==> src/rtl/param_fifo_pkg.sv <==
// Shared FIFO definitions: default geometry and the count-width derivation
// used by every FIFO instance in the datapath.
package param_fifo_pkg;

    localparam int FIFO_DEF_DATA_BITS = 10;
    localparam int FIFO_DEF_ADDR_BITS = 3;

    // Count/pointer width: one phase bit above the RAM address bits so that
    // 0..DEPTH can be represented and full/empty can be told apart.
    function automatic int fifo_cnt_bits(input int addr_bits);
        return addr_bits + 1;
    endfunction

endpackage

==> src/rtl/fifo_dpram.sv <==
// Simple dual-port RAM: synchronous write port, registered read port with
// read enable. The array itself is never reset; only the read register is.
module fifo_dpram
    import param_fifo_pkg::*;
#(
    parameter int DATA_BITS = FIFO_DEF_DATA_BITS,
    parameter int ADDR_BITS = FIFO_DEF_ADDR_BITS
) (
    input  logic                 clk,
    input  logic                 reset,
    input  logic                 wr_en,
    input  logic [ADDR_BITS-1:0] wr_addr,
    input  logic [DATA_BITS-1:0] wr_data,
    input  logic                 rd_en,
    input  logic [ADDR_BITS-1:0] rd_addr,
    output logic [DATA_BITS-1:0] rd_data
);

    localparam int DEPTH = 2 ** ADDR_BITS;

    logic [DATA_BITS-1:0] mem_r [DEPTH];

    // Store the write word at the write address.
    always_ff @(posedge clk) begin
        if (wr_en) begin
            mem_r[wr_addr] <= wr_data;
        end
    end

    // Registered read: capture the addressed word when enabled, else hold.
    always_ff @(posedge clk or posedge reset) begin
        if (reset) begin
            rd_data <= {DATA_BITS{1'b0}};
        end else if (rd_en) begin
            rd_data <= mem_r[rd_addr];
        end
    end

endmodule

==> src/rtl/param_fifo.sv <==
// Synchronous single-clock FIFO with phase-extended pointers, registered read
// port with valid strobe, programmable almost-full/almost-empty thresholds,
// live fill level and sticky overflow/underflow flags.
module param_fifo
    import param_fifo_pkg::*;
#(
    parameter int DATA_BITS = FIFO_DEF_DATA_BITS,
    parameter int ADDR_BITS = FIFO_DEF_ADDR_BITS
) (
    input  logic                 clk,
    input  logic                 reset,
    input  logic                 write,
    input  logic [DATA_BITS-1:0] fifo_data_in,
    input  logic                 read,
    output logic [DATA_BITS-1:0] fifo_data_out,
    output logic                 read_valid,
    input  logic [ADDR_BITS:0]   high_limit,
    input  logic [ADDR_BITS:0]   low_limit,
    output logic                 fifo_full_out,
    output logic                 fifo_empty_out,
    output logic                 almost_full,
    output logic                 almost_empty,
    output logic [ADDR_BITS:0]   fill_level,
    output logic                 overflow_err,
    output logic                 underflow_err,
    input  logic                 err_clr
);

    // Port widths above are written as [ADDR_BITS:0], which equals CNT_BITS.
    localparam int CNT_BITS = fifo_cnt_bits(ADDR_BITS);
    localparam logic [CNT_BITS-1:0] PTR_ONE = CNT_BITS'(1);

    logic [CNT_BITS-1:0] wr_ptr_r;
    logic [CNT_BITS-1:0] rd_ptr_r;
    logic                wr_en_s;
    logic                rd_en_s;
    logic                full_s;
    logic                empty_s;

    // Status derives only from the registered pointers and the thresholds.
    assign empty_s = (wr_ptr_r == rd_ptr_r);
    assign full_s  = (wr_ptr_r[ADDR_BITS-1:0] == rd_ptr_r[ADDR_BITS-1:0]) &&
                     (wr_ptr_r[ADDR_BITS] != rd_ptr_r[ADDR_BITS]);

    assign fifo_empty_out = empty_s;
    assign fifo_full_out  = full_s;
    assign fill_level     = wr_ptr_r - rd_ptr_r;
    assign almost_full    = (fill_level >= high_limit);
    assign almost_empty   = (fill_level <= low_limit);

    // Accepted operations: rejected requests never move a pointer or the RAM.
    assign wr_en_s = write && !full_s;
    assign rd_en_s = read && !empty_s;

    // Pointer registers; natural wrap modulo 2*DEPTH through the phase bit.
    always_ff @(posedge clk or posedge reset) begin
        if (reset) begin
            wr_ptr_r <= {CNT_BITS{1'b0}};
            rd_ptr_r <= {CNT_BITS{1'b0}};
        end else begin
            if (wr_en_s) begin
                wr_ptr_r <= wr_ptr_r + PTR_ONE;
            end
            if (rd_en_s) begin
                rd_ptr_r <= rd_ptr_r + PTR_ONE;
            end
        end
    end

    // Valid strobe: high for exactly the cycle after an accepted read.
    always_ff @(posedge clk or posedge reset) begin
        if (reset) begin
            read_valid <= 1'b0;
        end else begin
            read_valid <= rd_en_s;
        end
    end

    // Sticky error flags; a new error in the same cycle beats err_clr.
    always_ff @(posedge clk or posedge reset) begin
        if (reset) begin
            overflow_err  <= 1'b0;
            underflow_err <= 1'b0;
        end else begin
            if (write && full_s) begin
                overflow_err <= 1'b1;
            end else if (err_clr) begin
                overflow_err <= 1'b0;
            end
            if (read && empty_s) begin
                underflow_err <= 1'b1;
            end else if (err_clr) begin
                underflow_err <= 1'b0;
            end
        end
    end

    fifo_dpram #(
        .DATA_BITS(DATA_BITS),
        .ADDR_BITS(ADDR_BITS)
    ) u_ram (
        .clk    (clk),
        .reset  (reset),
        .wr_en  (wr_en_s),
        .wr_addr(wr_ptr_r[ADDR_BITS-1:0]),
        .wr_data(fifo_data_in),
        .rd_en  (rd_en_s),
        .rd_addr(rd_ptr_r[ADDR_BITS-1:0]),
        .rd_data(fifo_data_out)
    );

endmodule

==> config.mk <==
export PLATFORM = sky130hd
export DESIGN_NAME = param_fifo
export DESIGN_NICKNAME = d
export VERILOG_FILES = /design/src/rtl/param_fifo_pkg.sv /design/src/rtl/fifo_dpram.sv /design/src/rtl/param_fifo.sv
export SDC_FILE = /design/constraint.sdc
export NUM_CORES = 1
export LEC_CHECK = 0
export ABC_AREA = 1
export CAP_MARGIN = 10
export CORE_AREA = 5 5 82 160
export CTS_BUF_LIST = sky130_fd_sc_hd__clkbuf_8
export CTS_CLUSTER_DIAMETER = 80
export DETAILED_ROUTE_END_ITERATION = 6
export DIE_AREA = 0 0 87 165
export SYNTH_ARGS = -nofsm -noshare
export SYNTH_HDL_FRONTEND = slang
export SYNTH_SLANG_ARGS = --single-unit
==> constraint.sdc <==
create_clock -name clk -period 4.4 [get_ports clk]
set_input_delay 0.44 -clock clk [delete_from_list [all_inputs] [get_ports clk]]
set_output_delay 0.44 -clock clk [all_outputs]
set_load 0.01 [all_outputs]
After elaboration in Yosys (flattened, before gate mapping) --
Memories as Yosys holds them, arrays and structs flattened. A register that Yosys moved wholly into a read port is not among the register bits. Cells that the tools add are included. W data, S select, Z words.
Storage, ports and cells: flip-flop bits (word level) 11, bits in latches 0, memory bits (writable) 80, bits in read-only memories 0, bits of input ports 23, output and inout port bits 21, word-level logic and storage cells 28, memories kept 1
Memory list:
- u_ram.mem_r | words 8, width 10, read ports 1, clocked after Yosys merged registers in 1, write ports 1, RTL line fifo_dpram.sv:21 | logic [DATA_BITS-1:0] mem_r [DEPTH];
Operators by class: add/sub/neg operators 3, multipliers 0, divide/modulo/power cells 0, order comparisons 2, eq/ne operators 3, shifts and indexed selects 0, muxes and demuxes 5, bitwise gates (word level) 0, reductions and logical operators 9
Operators with widths (number):
- $add A4 B1 Y4 const B | 2
- $logic_and A1 B1 Y1 | 5
- $mux W1 | 5
- $eq A4 B4 Y1 | 1
- $ge A4 B4 Y1 | 1
- $le A4 B4 Y1 | 1
- $reduce_bool A2 Y1 | 2
- $sub A4 B4 Y4 | 1
- $eq A3 B3 Y1 | 1
- $logic_not A1 Y1 | 2
- $ne A1 B1 Y1 | 1

Logic depth before layout (Yosys ltp) --
depth in word-level cells 6, gate-level depth with buffers 11, depth with buffers taken out 10

Modules after synthesis --
From an unflattened synthesis, not the netlist that was laid out.
Second synthesis, totals: cells, all modules 483, area total of the unflattened synthesis 4725.8 sq um
Modules (own cells, without submodules):
- fifo_dpram | instances 1, cells an instance 367, area an instance 3827.4 sq um, sequential area each 2652.5 sq um
- param_fifo | instances 1, cells an instance 116, area an instance 898.4 sq um, sequential area each 275.3 sq um

Worst setup path after synthesis --
OpenSTA, ideal clock, no wires.
path type register -> output, start register rd_ptr_r[2], end output port almost_empty, data arrival time 2201 ps, data required time 3960 ps, slack 1759 ps, cell stages (with the launch flop) 11, path buffers 1, cells stage by stage dfrtp_1 inv_1 clkbuf_1 ha_1 a21oi_1 nand2_1 xor2_1 ha_1 a21oi_1 o21ai_0 o21ai_0
Between the ends: cells in the longest elaborated chain, start to end 2
RTL lines:
- start: declaration | RTL line param_fifo.sv:34 | logic [CNT_BITS-1:0] rd_ptr_r;
- start signal: assignment | RTL line param_fifo.sv:59 | rd_ptr_r <= {CNT_BITS{1'b0}};
- start signal: assignment | RTL line param_fifo.sv:65 | rd_ptr_r <= rd_ptr_r + PTR_ONE;
- $sub A4 B4 Y4 | RTL line param_fifo.sv:47 | assign fill_level = wr_ptr_r - rd_ptr_r;
- named net fill_level[3] | RTL line param_fifo.sv:23 | output logic [ADDR_BITS:0] fill_level,
- $le A4 B4 Y1 | RTL line param_fifo.sv:49 | assign almost_empty = (fill_level <= low_limit);
- end: declaration | RTL line param_fifo.sv:22 | output logic almost_empty,
The timed path passes the listed nets, and every way through them passes these cells.

Worst setup path after layout --
start register rd_ptr_r[2], end output port almost_empty
Between the ends: cells in the longest elaborated chain, start to end 2
RTL lines (RTL line):
- $sub A4 B4 Y4 | param_fifo.sv:47
- $le A4 B4 Y1 | param_fifo.sv:49
Every way passes these cells.

==> flow_metrics.py <==
metrics = {
    "floorplanning": {
        "die_height_microns": 165,
        "die_w_microns": 87,
        "core_sq_mm": 0.01170,
        "start_util_pct": 39.33,
        "fp.dieArea_sq_mm": 0.01436,
        "ios": 44,
        "row_count": 56,
    },
    "clock_tree": {
        "cts.sinks": 101,
        "cts-root-buf": "clkbuf_8",
        "clk_latency_ps": 370,
        "cts_resized": 0,
        "clk_path_buf_depth": 2,
        "cts_hold_buf": 0,
        "cts_setup_buffers": 0,
        "numCtsBuffers": 9,
        "cts_tree": "built",
        "clkTransAtPathRegs_ps": 100,
        "ctsHtreeMaxLevel": 3,
    },
    "route": {
        "viasPerCell": 4.826,
        "dr.first_iter.drc_count": 212,
        "wirelength_mm": 10.29,
        "drc_errors": 0,
        "wl_per_cell_microns": 15.55,
        "antenna_left": 0,
        "firstDrtPassIters": 4,
        "vias": 3195,
    },
    "worst_hold_path": {
        "hp-class": "reg -> reg",
    },
    "logic_synthesis": {
        "synth_area_sq_mm": 0.004602,
        "synth_common_cells": "145 x nand2_1, 81 x inv_1, 80 x edfxtp_1",
        "synth_edf_count": 80,
        "synth_top_family_by_area": "simple AND/OR/NAND/NOR gates",
        "ys_seq_elements": 101,
        "synth_top_area_cell": "edfxtp_1",
        "synth-seq-area-share_pct": 63.62,
        "yosysTopAreaCellShare_pct": 52.20,
        "ys_async_sr_fraction_pct": 20.79,
        "synth_area_leaders": "edfxtp_1 52%, nand2_1 12%, dfrtp_1 11%",
        "synth_ff_type": "edfxtp_1",
        "yosys_warnings": 0,
        "synth_compound_area_share_pct": 1.468,
        "synth-simple-area-share_pct": 20.99,
        "synth-adder-area-share_pct": 3.970,
        "synthXorXnorAreaFrac_pct": 0.9516,
        "synth_cell_types": 26,
        "syn_area_per_cell_sq_um": 9.939,
        "muxShareOfSynthArea_pct": 0,
        "synth_most_common_cell": "nand2_1",
        "synthesis.nets": 500,
        "netlist_instances": 463,
    },
    "placement": {
        "dpl.cell_count": 646,
        "place_congestion": 0.7714,
        "dp.final_hpwl_mm": 7.063,
        "portBuffers": 43,
    },
    "power": {
        "seqPwrFrac_pct": 35.7,
        "powerDensity_mw_per_mm2": 698.8,
        "pwr-share-comb_pct": 48.4,
        "vdd_drop_max_uv": 552.1,
        "p_int_uw": 2272,
        "power_uw": 3788,
        "netSwitchingPower_uw": 1515,
        "p_leak_uw": 0.002420,
        "swShare_pct": 40.01,
        "p_clk_share_pct": 15.9,
    },
    "timing": {
        "slew_violations": 0,
        "final-hold-violation-count": 0,
        "finalSetupViolCount": 0,
        "worst_slew_pin_slew_ps": 850.2,
        "clock_skew_ps": 15.43,
        "slew_headroom_pct": 43.26,
        "grt_setup_unrepaired": "no",
        "tns_ps": 0,
        "period_needed_ps": 3739,
        "max_clock_freq_ghz": 0.2674,
        "hold_slack_ps": 489.1,
        "timing.final.crit_share_pct": 84.98,
    },
    "worst_setup_path": {
        "cp_num_buf_inv": 2,
        "required_ps": 3960,
        "cpPeakStageDelay_ps": 720,
        "crit_type": "reg -> out",
        "cp_top_family": "flip-flops",
        "crit_arrival_ps": 3300,
        "path_cells": "inv_1 -> ha_1 -> a21oi_1 -> nand2_1 -> xor2_1 -> ha_1 -> a21oi_1 -> o21ai_0 -> o21ai_0 -> clkdlybuf4s50_1",
        "path_max_fanout": 13,
        "cp_slowest_cell": "dfrtp_1",
        "critPathLaunchType": "flip-flop",
        "endpoint_kind": "output pin",
    },
    "job": {
        "drv_cap": 0,
    },
    "grt": {
        "grt_first_pass_wirelength_mm": 16.39,
        "grt_max_degree": 44,
        "grt_pass1_vias": 3237,
        "grt_overflow": 0,
        "antenna_found_initial": 0,
        "grt.total_usage_pct": 15.38,
    },
    "final_layout": {
        "antenna_cells": 0,
        "drive_gt1_share_pct": 7.350,
        "utilization_pct": 46.32,
        "nets": 549,
        "syn_to_final_growth_pct": 17.78,
        "fin_cells": 662,
    },
    "outcome": {
        "status": "finished, final reports clean",
    },
}
[state kept, by name, indices dropped and copies added (netlist names)]
register / flops
read_valid: 1
u_ram.mem_r: 80
underflow_err: 1
wr_ptr_r: 4
overflow_err: 1
rd_ptr_r: 4
u_ram.rd_data: 10
[layer usage]
layer,global-route usage (%),part of all wire [%],wire length (microns)
met4,8.014,3.1,323
met2,28.44,55,5647
met5,0,0,0
met3,2.396,3.9,405
met1,16.25,38,3916
[power by group through the flow]
stage               Combinational [uW]  Clock [uW]  Sequential (uW)
floorplan                         1110           0             1370
global placement                  1800           0             1370
detailed placement                1860           0             1370
CTS                               1870         621             1350
global route                      2040         659             1380
finish                            1830         602             1350
[final timing paths]
check                                     to  cells past startpoint  slack [ps]              from
max                             almost_empty                     10         660       rd_ptr_r[2]
min                         u_ram.rd_data[1]                      2         490  u_ram.rd_data[1]
max reg2reg                u_ram.mem_r[2][8]                      8        1790       rd_ptr_r[2]
min reg2reg                 u_ram.rd_data[1]                      2         490  u_ram.rd_data[1]
max in group asynchronous        wr_ptr_r[1]                      2        3330             reset
min in group asynchronous   u_ram.rd_data[9]                      2         540             reset
[cell families (layout without fill, tap and decap cells)]
logic type	Yosys count	after routing
AO/OA/AOI/OAI	13	13
flip-flops	101	101
XOR/XNOR	5	5
buffers and inverters	103	157
adder cells (fa/ha/maj)	14	14
AND/OR/NAND/NOR	227	227
[cell type report]
type                    instances  area, sq um
fillers                      1093         6281
flip-flops and latches        101         2928
multi-input cells             259         1260
repair buffers                 55        520.5
inverters                      86        325.3
well taps                     145        181.4
clock buffers                   9        123.9
clock inverters                 7        81.33
[through the flow]
stage / worst slack (ps) / area [sq um]
floorplan: 1759 / 4602
global placement: 1172 / 5215
detailed placement: 1127 / 5215
CTS: 678.9 / 5420
global route: 461.1 / 5420
finish: 661.0 / 5420
[layout by cell type (no fill, tap or decap), types with 2 or more instances in the layout]
| cell | count |
|---|---|
| nand2_1 | 145 |
| inv_1 | 81 |
| edfxtp_1 | 80 |
| nand3_1 | 66 |
| clkdlybuf4s50_1 | 43 |
| dfrtp_1 | 21 |
| ha_1 | 13 |
| buf_4 | 12 |
| nor2_1 | 9 |
| clkbuf_8 | 9 |
| o21ai_0 | 8 |
| xor2_1 | 5 |
| a21oi_1 | 4 |
| inv_2 | 3 |
| nand2_2 | 2 |
| clkinv_4 | 2 |
| inv_6 | 2 |
[tightest hold or removal path: cells and delay by family (launching register included)]
| family | cells | cell delay [ps] |
|---|---|---|
| DFF | 1 | 360 |
| and+or+nand+nor | 2 | 100 |
(Power assumes the default switching activity.)
